[config.mk]
export PLATFORM = sky130hd
export DESIGN_NAME = subband_scale
export DESIGN_NICKNAME = d
export VERILOG_FILES = /design/src/rtl/subband_scale.sv
export SDC_FILE = /design/constraint.sdc
export NUM_CORES = 2
export LEC_CHECK = 0
export CAP_MARGIN = 20
export CELL_PAD_IN_SITES_DETAIL_PLACEMENT = 1
export CELL_PAD_IN_SITES_GLOBAL_PLACEMENT = 1
export CORE_ASPECT_RATIO = 0.9
export CORE_MARGIN = 2
export CORE_UTILIZATION = 50
export CTS_CLUSTER_DIAMETER = 60
export DETAILED_ROUTE_END_ITERATION = 12
export HOLD_SLACK_MARGIN = 0.06
export PLACE_DENSITY = 0.82
export SLEW_MARGIN = 15
export SYNTH_ARGS = -nofsm -noshare
export SYNTH_HDL_FRONTEND = slang
export SYNTH_SLANG_ARGS = --single-unit
[constraint.sdc]
create_clock -name clk_i -period 8.2 [get_ports clk_i]
set_input_delay 0.82 -clock clk_i [delete_from_list [all_inputs] [get_ports clk_i]]
set_output_delay 0.82 -clock clk_i [all_outputs]
set_load 0.02 [all_outputs]
[src/rtl/subband_scale.sv]
// Subband output scaler: per-lane gain from lane/column parity, round-half-away,
// saturate, and count clipped samples per frame. Fixed 3-stage back-pressurable pipe.
module subband_scale #(
  parameter int Lanes    = 2,
  parameter int InWidth  = 16,
  parameter int InPoint  = 10,
  parameter int OutWidth = 16,
  parameter int OutPoint = 10,
  parameter int KWidth   = 25,
  parameter int KPoint   = 20,
  parameter int CntWidth = 16
) (
  input  logic                         clk_i,
  input  logic                         rst_ni,
  input  logic [4*KWidth-1:0]          cfg_k_i,
  output logic                         s_ready_o,
  input  logic                         s_valid_i,
  input  logic                         s_sof_i,
  input  logic                         s_eol_i,
  input  logic [Lanes*InWidth-1:0]     s_data_i,
  input  logic                         m_ready_i,
  output logic                         m_valid_o,
  output logic                         m_sof_o,
  output logic                         m_eol_o,
  output logic [Lanes*OutWidth-1:0]    m_data_o,
  output logic [CntWidth-1:0]          sat_cnt_o
);

  localparam int PW = InWidth + KWidth;
  localparam int SH = InPoint + KPoint - OutPoint;
  localparam int CW = $clog2(Lanes + 1);

  localparam logic [PW:0]        ONE     = {{PW{1'b0}}, 1'b1};
  localparam logic signed [PW:0] RND_POS = $signed(ONE << (SH - 1));
  localparam logic signed [PW:0] RND_NEG = RND_POS - $signed(ONE);
  localparam logic signed [PW:0] OUT_MAX = $signed(ONE << (OutWidth - 1)) - $signed(ONE);
  localparam logic signed [PW:0] OUT_MIN = -$signed(ONE << (OutWidth - 1));

  // Gain slot {lane odd, column odd}: 0=LL, 1=HL, 2=LH, 3=HH.
  function automatic logic [1:0] band_idx(input int lane, input logic par);
    return {lane[0], par};
  endfunction

  // Returns {saturated, value}.
  function automatic logic [OutWidth:0] round_sat(input logic signed [PW-1:0] prod);
    logic signed [PW:0] acc;
    logic [OutWidth:0]  res;
    acc = $signed({prod[PW-1], prod}) + (prod[PW-1] ? RND_NEG : RND_POS);
    acc = acc >>> SH;
    if (acc > OUT_MAX) begin
      res = {1'b1, OUT_MAX[OutWidth-1:0]};
    end else if (acc < OUT_MIN) begin
      res = {1'b1, OUT_MIN[OutWidth-1:0]};
    end else begin
      res = {1'b0, acc[OutWidth-1:0]};
    end
    return res;
  endfunction

  logic                       en, accept, par_use;
  logic                       par_q, par_d;
  logic signed [KWidth-1:0]   kact_q [4];
  logic                       v1_q, sof1_q, eol1_q;
  logic signed [InWidth-1:0]  d1_q [Lanes];
  logic signed [KWidth-1:0]   k1_q [Lanes];
  logic signed [KWidth-1:0]   k1_d [Lanes];
  logic                       v2_q, sof2_q, eol2_q;
  logic signed [PW-1:0]       p2_q [Lanes];
  logic [OutWidth:0]          rs [Lanes];
  logic                       m_valid_q, m_sof_q, m_eol_q;
  logic [Lanes*OutWidth-1:0]  m_data_q, m_data_d;
  logic [CntWidth-1:0]        sat_cnt_q, sat_cnt_d;
  logic [CntWidth:0]          sat_sum;
  logic [CW-1:0]              nsat;

  // Handshake, column parity and per-lane gain selection for the incoming beat.
  always_comb begin
    en      = m_ready_i | ~m_valid_q;
    accept  = s_valid_i & en;
    par_use = s_sof_i ? 1'b0 : par_q;
    if (accept) begin
      par_d = s_eol_i ? 1'b0 : ~par_use;
    end else begin
      par_d = par_q;
    end
    // A sof beat already uses the gains it is loading.
    for (int l = 0; l < Lanes; l++) begin
      if (s_sof_i) begin
        k1_d[l] = cfg_k_i[int'(band_idx(l, par_use))*KWidth +: KWidth];
      end else begin
        k1_d[l] = kact_q[band_idx(l, par_use)];
      end
    end
  end

  // Stage 1: gain latch, parity and input register.
  always_ff @(posedge clk_i or negedge rst_ni) begin
    if (!rst_ni) begin
      par_q  <= 1'b0;
      v1_q   <= 1'b0;
      sof1_q <= 1'b0;
      eol1_q <= 1'b0;
      for (int k = 0; k < 4; k++) kact_q[k] <= '0;
      for (int l = 0; l < Lanes; l++) begin
        d1_q[l] <= '0;
        k1_q[l] <= '0;
      end
    end else begin
      par_q <= par_d;
      if (accept && s_sof_i) begin
        for (int k = 0; k < 4; k++) kact_q[k] <= cfg_k_i[k*KWidth +: KWidth];
      end
      if (en) begin
        v1_q   <= s_valid_i;
        sof1_q <= s_sof_i;
        eol1_q <= s_eol_i;
        for (int l = 0; l < Lanes; l++) begin
          d1_q[l] <= s_data_i[l*InWidth +: InWidth];
          k1_q[l] <= k1_d[l];
        end
      end
    end
  end

  // Stage 2: full-width signed multiply.
  always_ff @(posedge clk_i or negedge rst_ni) begin
    if (!rst_ni) begin
      v2_q   <= 1'b0;
      sof2_q <= 1'b0;
      eol2_q <= 1'b0;
      for (int l = 0; l < Lanes; l++) p2_q[l] <= '0;
    end else if (en) begin
      v2_q   <= v1_q;
      sof2_q <= sof1_q;
      eol2_q <= eol1_q;
      for (int l = 0; l < Lanes; l++) p2_q[l] <= PW'(d1_q[l]) * PW'(k1_q[l]);
    end
  end

  // Round, saturate and count clipped lanes for the beat leaving stage 2.
  always_comb begin
    nsat = '0;
    for (int l = 0; l < Lanes; l++) begin
      rs[l] = round_sat(p2_q[l]);
      m_data_d[l*OutWidth +: OutWidth] = rs[l][OutWidth-1:0];
      nsat = nsat + CW'(rs[l][OutWidth]);
    end
    sat_sum = {1'b0, sat_cnt_q} + (CntWidth+1)'(nsat);
    if (sof2_q) begin
      sat_cnt_d = CntWidth'(nsat);
    end else if (sat_sum[CntWidth]) begin
      sat_cnt_d = '1;
    end else begin
      sat_cnt_d = sat_sum[CntWidth-1:0];
    end
  end

  // Stage 3: output register and saturation counter.
  always_ff @(posedge clk_i or negedge rst_ni) begin
    if (!rst_ni) begin
      m_valid_q <= 1'b0;
      m_sof_q   <= 1'b0;
      m_eol_q   <= 1'b0;
      m_data_q  <= '0;
      sat_cnt_q <= '0;
    end else if (en) begin
      m_valid_q <= v2_q;
      if (v2_q) begin
        m_sof_q   <= sof2_q;
        m_eol_q   <= eol2_q;
        m_data_q  <= m_data_d;
        sat_cnt_q <= sat_cnt_d;
      end
    end
  end

  assign s_ready_o = en;
  assign m_valid_o = m_valid_q;
  assign m_sof_o   = m_sof_q;
  assign m_eol_o   = m_eol_q;
  assign m_data_o  = m_data_q;
  assign sat_cnt_o = sat_cnt_q;

endmodule

### Word-level counts from Yosys, hierarchy flattened

Cells that the tools add are included.

* $add $sub $neg: 4
* multiply operators: 4
* magnitude comparators: 6
* shift-type cells: 2
* muxes and demuxes: 18
* bitwise operators: 6
* reduce and logical (&&, ||, !) cells: 2

Operator list (number)
* $mux 25: 6
* $bmux 25 s2: 2
* $shiftx 100x7->25: 1
* $shiftx 100x8->25: 1
* $add 41x21->42: 2
* $mul 16x25->41: 2
* $mux 17: 4
* $gt 22x16->1 const B: 2
* $lt 22x16->1 const B: 2
* $mux 20: 2
* $mux 16: 2
* $add 16x2->17: 1
* $mul 2x5->7 const B: 1
* $ge 3x3->1 const B: 2
* $mul 1x5->6 const B: 1
* $not 1->3: 1
* $not 2->3: 1
* $add 1x1->2: 1
* $mux 1: 2
* $not 1->1: 2
* $reduce_and 2->1: 1
* $and 1x1->1: 1
* $logic_and 1x1->1: 1
* $or 1x1->1: 1

* register bits after elaboration: 322
* input port bits: 138
* output and inout bits: 52
* word-level logic and storage cells: 64

### Depth between registers and ports, before layout

* depth after elaboration: 9
* depth in mapped cells: 26

### Worst setup path before layout

No wires, ideal clock.

* kind: reg2reg
* start: register k1_q[49] in the netlist's numbering
* end: register p2_q[81] in the netlist's numbering
* library setup time: 0.086 ns
* arrival time: 6.298 ns
* data required time: 8.114 ns
* slack: 1.816 ns
* stages on the path, launching flop included: 25
* cell sequence: dfrtp_1 clkbuf_1 nand2_1 fa_1 inv_1 fa_1 inv_1 fa_1 fa_1 inv_1 fa_1 inv_1 fa_1 inv_1 ha_1 and3_1 clkbuf_1 and3_1 a21oi_1 o21ai_0 a31oi_1 nand2_1 a41o_1 o2111a_1 nor3_1

* cells in the longest elaborated chain, start to end: 1

Ends and longest elaborated chain
* from (decl): RTL line 65 `logic signed [KWidth-1:0] k1_q [Lanes];`
* from (signal, indexed assignment): RTL line 119 `k1_q[l] <= k1_d[l];`
* $mul 16x25->41: RTL line 136 `for (int l = 0; l < Lanes; l++) p2_q[l] <= PW'(d1_q[l]) * PW'(k1_q[l]);`
* to (decl): RTL line 68 `logic signed [PW-1:0] p2_q [Lanes];`

Every way passes these cells.
A chain may end at the register's enable or synchronous reset.

### Final worst setup path

* start: register d1_q[10] in the netlist's numbering
* end: register p2_q[40] in the netlist's numbering

* cells in the longest elaborated chain, start to end: 1

Ends and longest elaborated chain
* from (decl): RTL line 64 `logic signed [InWidth-1:0] d1_q [Lanes];`
* from (signal, indexed assignment): RTL line 118 `d1_q[l] <= s_data_i[l*InWidth +: InWidth];`
* $mul 16x25->41: RTL line 136

Every way passes these cells.

==> reports/metrics.csv <==
stage;metric;value;unit
status;status;finished, final reports clean;
hold_path;hold_class;in -> async;
synthesis;synth.ff_latch_count;322;
drt;first_pass_iters;5;
timing;tightest_slew;1.202;ns
critical_path;crit_path_frequent_cell;fa_1;
critical_path;r2r_slack;0.63;ns
drt;drt-total-wl;133.4;mm
floorplan;die-height;282.7;um
timing;drv_slew;0;
floorplan;start_util;50.32;%
drt;drc;0;
critical_path;path_buf_inv;3;
timing;fin_tns_setup;0;ns
placed_design;io_buffers;189;
clock_network;cts.sinks;322;
critical_path;cp_slowest_cell;dfrtp_1;
floorplan;io_pins;190;
floorplan;rows;102;
synthesis;synth-edff-count;0;
clock_network;postCtsSetupBuffers;0;
floorplan;dieArea;88680;sq um
critical_path;endpoint_kind;flop;
synthesis;yosys-top-cells-area;fa_1, dfrtp_1, inv_1;
timing;finalHoldViolations;0;
grt;grt_pass1_vias;37270;
floorplan;placeableCoreArea;85760;sq um
critical_path;start_kind;flop;
drt;viasPerCell;5.597;
clock_network;holdBufCountCts;0;
timing;min_period;7.572;ns
grt;grt_use_total;30.96;%
timing;skew;0.03546;ns
clock_network;numCtsBuffers;44;
drt;vias;33090;
grt;grt_first_pass_wirelength;212.1;mm
synthesis;synth_flop_cell;dfrtp_1;
drt;wire_per_inst;22.57;um
clock_network;clk_latency;0.61;ns
synthesis;postSynthCellCount;4670;
placed_design;hpwlAfterDp;102.9;mm
synthesis;synth_top_area_share;36.04;%
timing;setup_viol;0;
floorplan;fp.dieW;313.7;um
grt;grt_max_degree;139;
synthesis;synthesis.nets;5826;
layout;final_core_util;55.38;%
critical_path;critPathMaxFanout;26;
timing;fin_crit_sh;92.35;%
synthesis;seq_area_frac_synth;18.67;%
synthesis;yosysUniqueCellTypes;73;
clock_network;clockBufferDepth;3;
synthesis;yosysWarnings;0;
placed_design;place.gp.congestion;0.9053;
critical_path;crit_required;8.66;ns
grt;antenna_found_initial;6;
clock_network;cts_tree;built;
timing;timing.fmax;132.1;MHz
synthesis;avgSynthCellArea;9.241;sq um
critical_path;cpPeakStageDelay;1.11;ns
critical_path;reg2reg_to;p2_q[40];
critical_path;rr_worst_depth;20;
synthesis;synth_top_area_cell;fa_1;
synthesis;async_reset_ff_share;100.0;%
critical_path;crit_type;reg -> reg;
flow_run;maxCapViolCount;0;
layout;drive_above_1_share;5.353;%
clock_network;cts_root_buf;clkbuf_16;
critical_path;cp-startpoint;d1_q[10];
clock_network;cts_resized;0;
timing;rsz0062_at_grt;no;
synthesis;yosysMostFrequentCell;inv_1;
clock_network;h-tree-depth;2;
synthesis;synth_top_cells_by_count;inv_1, fa_1, nand2_1, dfrtp_1, and2_1;
critical_path;crit_chain;nand2_1 > fa_1 > inv_1 > fa_1 > fa_1 > fa_1 > fa_1 > inv_1 > fa_1 > inv_1 > ha_1 > nand3_1 > nor3_1 > nand3_1 > o22a_1 > o22ai_1 > o31ai_1 > o21ai_0 > xnor2_1 > a21oi_1;
drt;drtIter0Drc;2277;
grt;overflow;0;
clock_network;cts.clk_slew.worst_paths;0.06;ns
critical_path;worstPathArrival;8.03;ns
critical_path;path_delay_family;adder cells;
critical_path;r2r-start;d1_q[10];
layout;nets;5884;
synthesis;synthesis.area;43160;sq um
timing;relSlewSlack;19.85;%
drt;drtAntennaViolNets;0;
layout;area_growth;10.05;%
sequential cells by signal, summed over array words and instances, names as in the netlist, 16 cells and up:
register / count
p2_q: 82
kact_q: 100
k1_q: 50
sat_cnt_o: 16
m_data_o: 32
d1_q: 32
worst max path at each step:
stage / endpoint / cells past startpoint
floorplan: p2_q[81] / 24
global placement: p2_q[40] / 23
detailed placement: p2_q[40] / 23
CTS: p2_q[40] / 23
global route: p2_q[38] / 23
finish: p2_q[40] / 20
per-layer routing:
layer	part of all wire [%]	up-vias	GRT usage, %
met5	0.020	-	0
met4	2.6	4	8.232
met3	9.6	280	8.901
met2	45	1352	47.95
met1	43	17060	42.86
li1	-	14390	-
logic make-up (layout without fill, tap and decap cells):
logic type / Yosys count / count (layout) / synth area share [%]
flops: 322 / 322 / 18.67
xor+xnor: 108 / 108 / 2.192
mux: 155 / 155 / 3.885
buf+inv: 1147 / 1241 / 9.988
other cells: 0 / 3 / 0
compound gates: 532 / 532 / 7.671
simple gates: 1388 / 1388 / 14.56
fa+ha+maj: 1018 / 1018 / 43.03
through the flow:
| stage | hold WS [ns] | worst slack (ns) | instances | cell area, sq um |
|---|---|---|---|---|
| after floorplan | 0.4386 | 1.816 | 4670 | 43160 |
| after global placement | 0.4510 | 1.084 | 5825 | 46010 |
| after detailed placement | 0.4642 | 0.7890 | 5825 | 46010 |
| after CTS | 0.2006 | 0.7250 | 5907 | 47460 |
| after global routing | 0.2355 | 0.3057 | 5908 | 47480 |
| final | 0.1992 | 0.6277 | 5911 | 47490 |
worst register-to-register path, cell delays in order, from the launching register on:
cell     delay [ns]
dfrtp_1        1.11
nand2_1        0.26
fa_1           0.61
inv_1          0.07
fa_1           0.47
fa_1           0.60
fa_1           0.51
fa_1           0.53
inv_1          0.06
fa_1           0.48
inv_1          0.05
ha_1           0.40
nand3_1        0.19
nor3_1         0.74
nand3_1        0.20
o22a_1         0.27
o22ai_1        0.20
o31ai_1        0.16
o21ai_0        0.28
xnor2_1        0.16
a21oi_1        0.09
cells in the final DEF (no fill, tap or decap), drive strengths merged, types with 14 or more instances in the layout:
cell type | Yosys | layout
fa | 777 | 777
xnor2 | 67 | 67
nand4 | 14 | 14
nand2 | 776 | 776
inv | 924 | 931
clkbuf | 208 | 64
o21a | 14 | 14
and3 | 16 | 16
buf | 14 | 47
nor3 | 35 | 35
mux2i | 55 | 55
a31oi | 20 | 20
mux2 | 100 | 100
o21ai | 152 | 152
clkdlybuf4s50 | 0 | 187
nor2 | 173 | 173
nand2b | 25 | 25
nand3 | 33 | 33
a21o | 50 | 50
xor2 | 41 | 41
a21oi | 181 | 181
ha | 241 | 241
and2 | 273 | 273
dfrtp | 322 | 322
cell type report:
class / count / area, sq um
flip-flops and latches: 322 / 8060
fillers: 9779 / 38270
clock buffers: 64 / 1289
multi-input cells: 3201 / 30810
repair buffers: 234 / 2265
inverters: 925 / 3475
clock inverters: 18 / 153.9
diodes: 3 / 7.507
well taps: 1144 / 1431
Power is left out: the tool's default activity adds up to more than one toggle a clock period on the data nets, which glitch-free logic cannot reach.
